$ cat src/rtl/adc_sample_byte_packer_pkg.sv
// rtl/adc_sample_byte_packer_pkg.sv - shared types and constants for the ADC sample byte packer
// Optional debug read counter is enabled by defining ADC_PACKER_READ_COUNT_EN.
package adc_sample_byte_packer_pkg;

  localparam int SAMPLE_W = 12;

  // Position within a full-resolution pair (2 samples -> 3 bytes).
  typedef enum logic [1:0] {
    ST_FIRST  = 2'd0,
    ST_SECOND = 2'd1,
    ST_THIRD  = 2'd2
  } packer_state_t;

  // One-byte-per-sample selection: low 8 bits or top 8 bits of the sample.
  function automatic logic [7:0] low_res_byte(input logic [SAMPLE_W-1:0] s, input logic lsb);
    return lsb ? s[7:0] : s[SAMPLE_W-1:SAMPLE_W-8];
  endfunction

endpackage

$ cat src/rtl/adc_packer_sat_counter.sv
// rtl/adc_packer_sat_counter.sv - saturating up-counter with synchronous clear
module adc_packer_sat_counter #(
  parameter int WIDTH = 8
) (
  input  logic             clk_usb,
  input  logic             reset_i,
  input  logic             clear,
  input  logic             inc,
  output logic [WIDTH-1:0] count
);

  localparam logic [WIDTH-1:0] ONE = {{(WIDTH-1){1'b0}}, 1'b1};

  // Clear wins over increment; stick at all-ones once reached.
  always_ff @(posedge clk_usb or posedge reset_i) begin
    if (reset_i) begin
      count <= '0;
    end else if (clear) begin
      count <= '0;
    end else if (inc && (count != '1)) begin
      count <= count + ONE;
    end
  end

endmodule

$ cat src/rtl/adc_sample_byte_packer.sv
// rtl/adc_sample_byte_packer.sv - 12-bit sample stream to byte stream packer (macro ADC_PACKER_READ_COUNT_EN)
module adc_sample_byte_packer
  import adc_sample_byte_packer_pkg::*;
#(
  parameter int pUNDERFLOW_BITS = 8,
  parameter int pREADCOUNT_BITS = 32
) (
  input  logic                       clk_usb,
  input  logic                       reset_i,
  input  logic                       flush_i,
  input  logic                       low_res,
  input  logic                       low_res_lsb,
  input  logic [SAMPLE_W-1:0]        sample_data,
  input  logic                       sample_empty,
  output logic                       sample_rd_en,
  output logic [7:0]                 byte_data,
  output logic                       byte_empty,
  input  logic                       byte_rd_en,
  input  logic                       clear_fifo_errors,
  output logic [pUNDERFLOW_BITS-1:0] underflow_count,
  output logic [pREADCOUNT_BITS-1:0] fifo_read_count
);

  packer_state_t state_q, state_d;
  logic          byte_valid_q;
  logic [7:0]    byte_data_q, byte_d;
  logic [3:0]    resid4_q, resid4_d;
  logic [7:0]    resid8_q, resid8_d;
  logic          mode_low_res_q, mode_lsb_q;
  logic          eff_low_res, eff_lsb;
  logic          src_ok, load, underflow;

  // Mode is taken live at a pair boundary, otherwise from the latched copy.
  always_comb begin
    eff_low_res = mode_low_res_q;
    eff_lsb     = mode_lsb_q;
    if (state_q == ST_FIRST) begin
      eff_low_res = low_res;
      eff_lsb     = low_res_lsb;
    end
  end

  // The third byte comes from the residue, so it needs no sample.
  assign src_ok       = (state_q == ST_THIRD) ? 1'b1 : ~sample_empty;
  assign load         = (~byte_valid_q | byte_rd_en) & src_ok & ~flush_i;
  assign sample_rd_en = load & (state_q != ST_THIRD);
  assign underflow    = byte_rd_en & ~byte_valid_q & ~flush_i;

  assign byte_data  = byte_data_q;
  assign byte_empty = ~byte_valid_q;

  // Next state and next byte for a load in the current state.
  always_comb begin
    state_d  = state_q;
    byte_d   = byte_data_q;
    resid4_d = resid4_q;
    resid8_d = resid8_q;
    case (state_q)
      ST_FIRST: begin
        if (eff_low_res) begin
          byte_d  = low_res_byte(sample_data, eff_lsb);
          state_d = ST_FIRST;
        end else begin
          byte_d   = sample_data[11:4];
          resid4_d = sample_data[3:0];
          state_d  = ST_SECOND;
        end
      end
      ST_SECOND: begin
        byte_d   = {resid4_q, sample_data[11:8]};
        resid8_d = sample_data[7:0];
        state_d  = ST_THIRD;
      end
      ST_THIRD: begin
        byte_d  = resid8_q;
        state_d = ST_FIRST;
      end
      default: begin
        state_d = ST_FIRST;
      end
    endcase
  end

  // State register; flush returns to the pair boundary.
  always_ff @(posedge clk_usb or posedge reset_i) begin
    if (reset_i) begin
      state_q <= ST_FIRST;
    end else if (flush_i) begin
      state_q <= ST_FIRST;
    end else if (load) begin
      state_q <= state_d;
    end
  end

  // Output byte register, residues and latched mode.
  always_ff @(posedge clk_usb or posedge reset_i) begin
    if (reset_i) begin
      byte_valid_q   <= 1'b0;
      byte_data_q    <= 8'h00;
      resid4_q       <= 4'h0;
      resid8_q       <= 8'h00;
      mode_low_res_q <= 1'b0;
      mode_lsb_q     <= 1'b0;
    end else if (flush_i) begin
      byte_valid_q <= 1'b0;
      resid4_q     <= 4'h0;
      resid8_q     <= 8'h00;
    end else if (load) begin
      byte_valid_q <= 1'b1;
      byte_data_q  <= byte_d;
      resid4_q     <= resid4_d;
      resid8_q     <= resid8_d;
      if (state_q == ST_FIRST) begin
        mode_low_res_q <= low_res;
        mode_lsb_q     <= low_res_lsb;
      end
    end else if (byte_rd_en) begin
      byte_valid_q <= 1'b0;
    end
  end

  adc_packer_sat_counter #(
    .WIDTH(pUNDERFLOW_BITS)
  ) u_underflow_cnt (
    .clk_usb (clk_usb),
    .reset_i (reset_i),
    .clear   (clear_fifo_errors),
    .inc     (underflow),
    .count   (underflow_count)
  );

`ifdef ADC_PACKER_READ_COUNT_EN
  localparam logic [pREADCOUNT_BITS-1:0] RC_ONE = {{(pREADCOUNT_BITS-1){1'b0}}, 1'b1};
  logic [pREADCOUNT_BITS-1:0] read_count_q;

  // Wrapping count of successful byte reads; only reset clears it.
  always_ff @(posedge clk_usb or posedge reset_i) begin
    if (reset_i) begin
      read_count_q <= '0;
    end else if (byte_rd_en && byte_valid_q && !flush_i) begin
      read_count_q <= read_count_q + RC_ONE;
    end
  end

  assign fifo_read_count = read_count_q;
`else
  assign fifo_read_count = '0;
`endif

endmodule

$ cat config.mk
export PLATFORM = sky130hd
export DESIGN_NAME = adc_sample_byte_packer
export DESIGN_NICKNAME = d
export VERILOG_FILES = /design/src/rtl/adc_sample_byte_packer_pkg.sv /design/src/rtl/adc_packer_sat_counter.sv /design/src/rtl/adc_sample_byte_packer.sv
export SDC_FILE = /design/constraint.sdc
export NUM_CORES = 1
export LEC_CHECK = 0
export BUFFER_PORTS_ARGS = -buffer_cell sky130_fd_sc_hd__buf_2
export CAP_MARGIN = 20
export CELL_PAD_IN_SITES_DETAIL_PLACEMENT = 0
export CELL_PAD_IN_SITES_GLOBAL_PLACEMENT = 2
export CORE_ASPECT_RATIO = 0.8
export CORE_MARGIN = 2
export CORE_UTILIZATION = 26
export DETAILED_ROUTE_END_ITERATION = 8
export GPL_ROUTABILITY_DRIVEN = 0
export HOLD_SLACK_MARGIN = 0.12
export PLACE_DENSITY = 0.86
export SLEW_MARGIN = 20
export SYNTH_ARGS = -nofsm -noshare
export SYNTH_HDL_FRONTEND = slang
export SYNTH_SLANG_ARGS = --single-unit
$ cat constraint.sdc
create_clock -name clk_usb -period 2.01 [get_ports clk_usb]
set_clock_uncertainty 0.2 [all_clocks]
set_input_delay 0.201 -clock clk_usb [delete_from_list [all_inputs] [get_ports clk_usb]]
set_output_delay 0.201 -clock clk_usb [all_outputs]
set_load 0.01 [all_outputs]
==> results.ini <==
[worst_setup_path]
cp_max_fo = 12
cp.required_ns = 1.99
crit_path_end_kind = register
cp-start-kind = register
worstSetupPathType = register to register
cp.arrival_ns = 1.86

[finish]
multiInputGateArea_um2 = 1020
layout_commonest_cell = buf_2
design_area_um2 = 2540
layout_common_cells = buf_2, dfrtp_1, conb_1
final-seq-area_um2 = 826
fin_nets = 298
fillCellCount = 780
area_growth_pct = 25.5
layout-drive-gt1-share_pct = 22.3
fin_cells = 378
n_antenna_cell = 0

[logic_synthesis]
synth_cell_types = 38
synthesis.area_um2 = 2030
netlist_instances = 213
synth_area_per_cell_um2 = 9.51
ys_seq_area_share_pct = 40.8
ys_warn_count = 0
ys_ff_latch = 33

[cts]
cts_root_buffer = clkbuf_8
clock-sinks = 33
clk_latency_ns = 0.28
cts_buffer_depth = 2
htreeDepth = 2
tritoncts = built
numCtsBuffers = 5
cts.clk_slew.worst_paths_ns = 0.07

[route]
ant_nets = 0
first_iter_violations = 95
vias = 1649
avgRoutedWirePerCell_um = 12.4
firstDrtPassIters = 5
avgViaCountPerCell = 4.36
drc = 0
drt-total-wl_mm = 4.67

[sta]
final_max_slew_viol_count = 0
min_period_ns = 1.88
final-setup-viol-count = 0
post-route-period-util_pct = 93.5
max_freq_ghz = 0.532
worst_slack_ns = 0.130
setup_tns_ns = 0
rsz0062_at_grt = true
finalHoldViolCount = 0

[global_route]
grt_pass1_wl_mm = 8.02
grt_max_degree = 34
antenna_found_initial = 0
grt-ovfl-total = 0
grt_usage_pct = 11.9
grt_pass1_vias = 1613

[die]
rows = 28
core_um2 = 7460
die_w_um = 103
die_height_um = 83.0
io_pins = 70
die_area_um2 = 8520
start_util_pct = 27.1

[place]
dp_cells = 353
dpl_cell_area_um2 = 2240
pre_cts_slack_ns = 0.105
port_buffers = 37
hpwl_mm = 3.35

[pwr]
leakage_uw = 0.00126
power_density_nw_per_um2 = 697
peakVddDrop_mv = 0.307

[flow_run]
cap_violations = 0

[run_status]
status = finished, final reports clean

[worst_hold_path]
hold_path.class = input port to register

## power breakdown
part / switching [µW] / total [µW] / internal [µW]
Sequential: 35.1 / 758 / 723
Clock: 250 / 654 / 404
Combinational: 196 / 359 / 164
## worst max-delay path, stage by stage, from the launching register on
cell and delay (ns):
dfrtp_1 0.41, inv_1 0.12, ha_2 0.22, o21ai_1 0.07, buf_4 0.18, or3_1 0.31
a32o_1 0.25
## per-stage QoR
| stage | util [%] | power [µW] | hold WS (ns) |
|---|---|---|---|
| final | 34.1 | 1770 | 0.154 |
| after global routing | 34.1 | 1890 | 0.185 |
| after CTS | 33.9 | 1800 | 0.152 |
| after detailed placement | 30.0 | 1100 | 0.130 |
| after global placement | 30.0 | 1100 | 0.139 |
| after floorplan | - | 1030 | 0.103 |
## synth_stat cells
| cell type | number | share of area (%) |
|---|---|---|
| a22o_1 | 4 | 1.7 |
| and3_1 | 1 | 0.31 |
| a211oi_1 | 4 | 1.5 |
| nand2_1 | 11 | 2.0 |
| nor3_1 | 3 | 0.74 |
| a21oi_1 | 10 | 2.5 |
| ha_1 | 6 | 3.7 |
| buf_4 | 32 | 12 |
| dfrtp_1 | 33 | 41 |
| and2_1 | 1 | 0.31 |
| a21boi_0 | 1 | 0.37 |
| xor2_1 | 1 | 0.43 |
| nand4bb_1 | 1 | 0.56 |
| buf_2 | 3 | 0.74 |
| nand2b_1 | 2 | 0.62 |
| nand3_2 | 1 | 0.49 |
| buf_6 | 1 | 0.56 |
| nand4b_1 | 2 | 0.86 |
| or3_1 | 4 | 1.2 |
| clkbuf_1 | 4 | 0.74 |
| nor4b_1 | 1 | 0.43 |
| nor2_1 | 29 | 5.4 |
| or3b_4 | 1 | 0.56 |
| o21bai_1 | 1 | 0.37 |
| inv_1 | 6 | 1.1 |
| nor3_2 | 1 | 0.49 |
| conb_1 | 1 | 0.19 |
| a32o_1 | 4 | 2.0 |
| nand4_1 | 2 | 0.62 |
| mux2_1 | 2 | 1.1 |
| a22oi_1 | 8 | 3.0 |
| o21bai_2 | 1 | 0.56 |
| nand3_1 | 6 | 1.5 |
| mux2i_1 | 18 | 8.9 |
| buf_1 | 3 | 0.56 |
| xnor2_1 | 1 | 0.43 |
| a31oi_1 | 2 | 0.62 |
| o21ai_1 | 1 | 0.25 |
## logic make-up (layout without fill, tap and decap cells)
group | after synthesis | count (layout) | share of synthesized area [%]
fa+ha+maj | 6 | 6 | 3.71
simple gates | 66 | 66 | 16.1
xor+xnor | 2 | 2 | 0.865
other cells | 1 | 32 | 0.185
mux | 20 | 20 | 10.0
buf+inv | 49 | 78 | 15.6
compound gates | 36 | 36 | 12.8
flops | 33 | 33 | 40.8
## final cells by class
class / instances / share of cell area (%)
Clock inverter: 1 / 1.18
Clock buffer: 7 / 3.40
Sequential cell: 33 / 32.5
Multi-Input combinational cell: 162 / 40.0
Timing Repair Buffer: 64 / 16.9
Tap cell: 105 / 5.17
Inverter: 6 / 0.886
## routing by layer
metal  track usage, %  share of wire [%]  vias to the layer above
li1                 -                  -                      795
met5                0                  0                        -
met2             17.3                 46                       45
met4             3.64                1.3                        0
met3             3.11                5.3                        4
met1             17.2                 47                      805
## what timing repair did
| action | in CTS | in global routing |
|---|---|---|
| hold buffers | 17 | 0 |
| pin swaps | 0 | 0 |
| gates resized for setup | 1 | 3 |
| setup buffers | 0 | 0 |
| hold endpoints to repair | 61 | 0 |
| endpoints found under the setup margin | 1 | 5 |
## sequential cells by signal, summed over array words and instances, names as in the netlist
name and cells:
byte_data 8, u_underflow_cnt.count 8, resid8_q 8, byte_valid_q 1, mode_low_res_q 1, resid4_q 4
state_q 2, mode_lsb_q 1
## worst paths after layout
check,end,cells after the start,slack [ns],start
max,byte_data[5]$_DFFE_PP0P_,6,0.13,state_q[1]$_DFFE_PP0P_
min,state_q[0]$_DFFE_PP0P_,3,0.15,flush_i
max reg2reg,byte_data[5]$_DFFE_PP0P_,6,0.13,state_q[1]$_DFFE_PP0P_
min reg2reg,byte_data[4]$_DFFE_PP0P_,1,0.29,byte_data[4]$_DFFE_PP0P_
max in group asynchronous,u_underflow_cnt.count[0]$_DFFE_PP0P_,4,0.95,reset_i
min in group asynchronous,resid4_q[0]$_DFFE_PP0P_,4,0.34,reset_i
(Power assumes the default switching activity.)
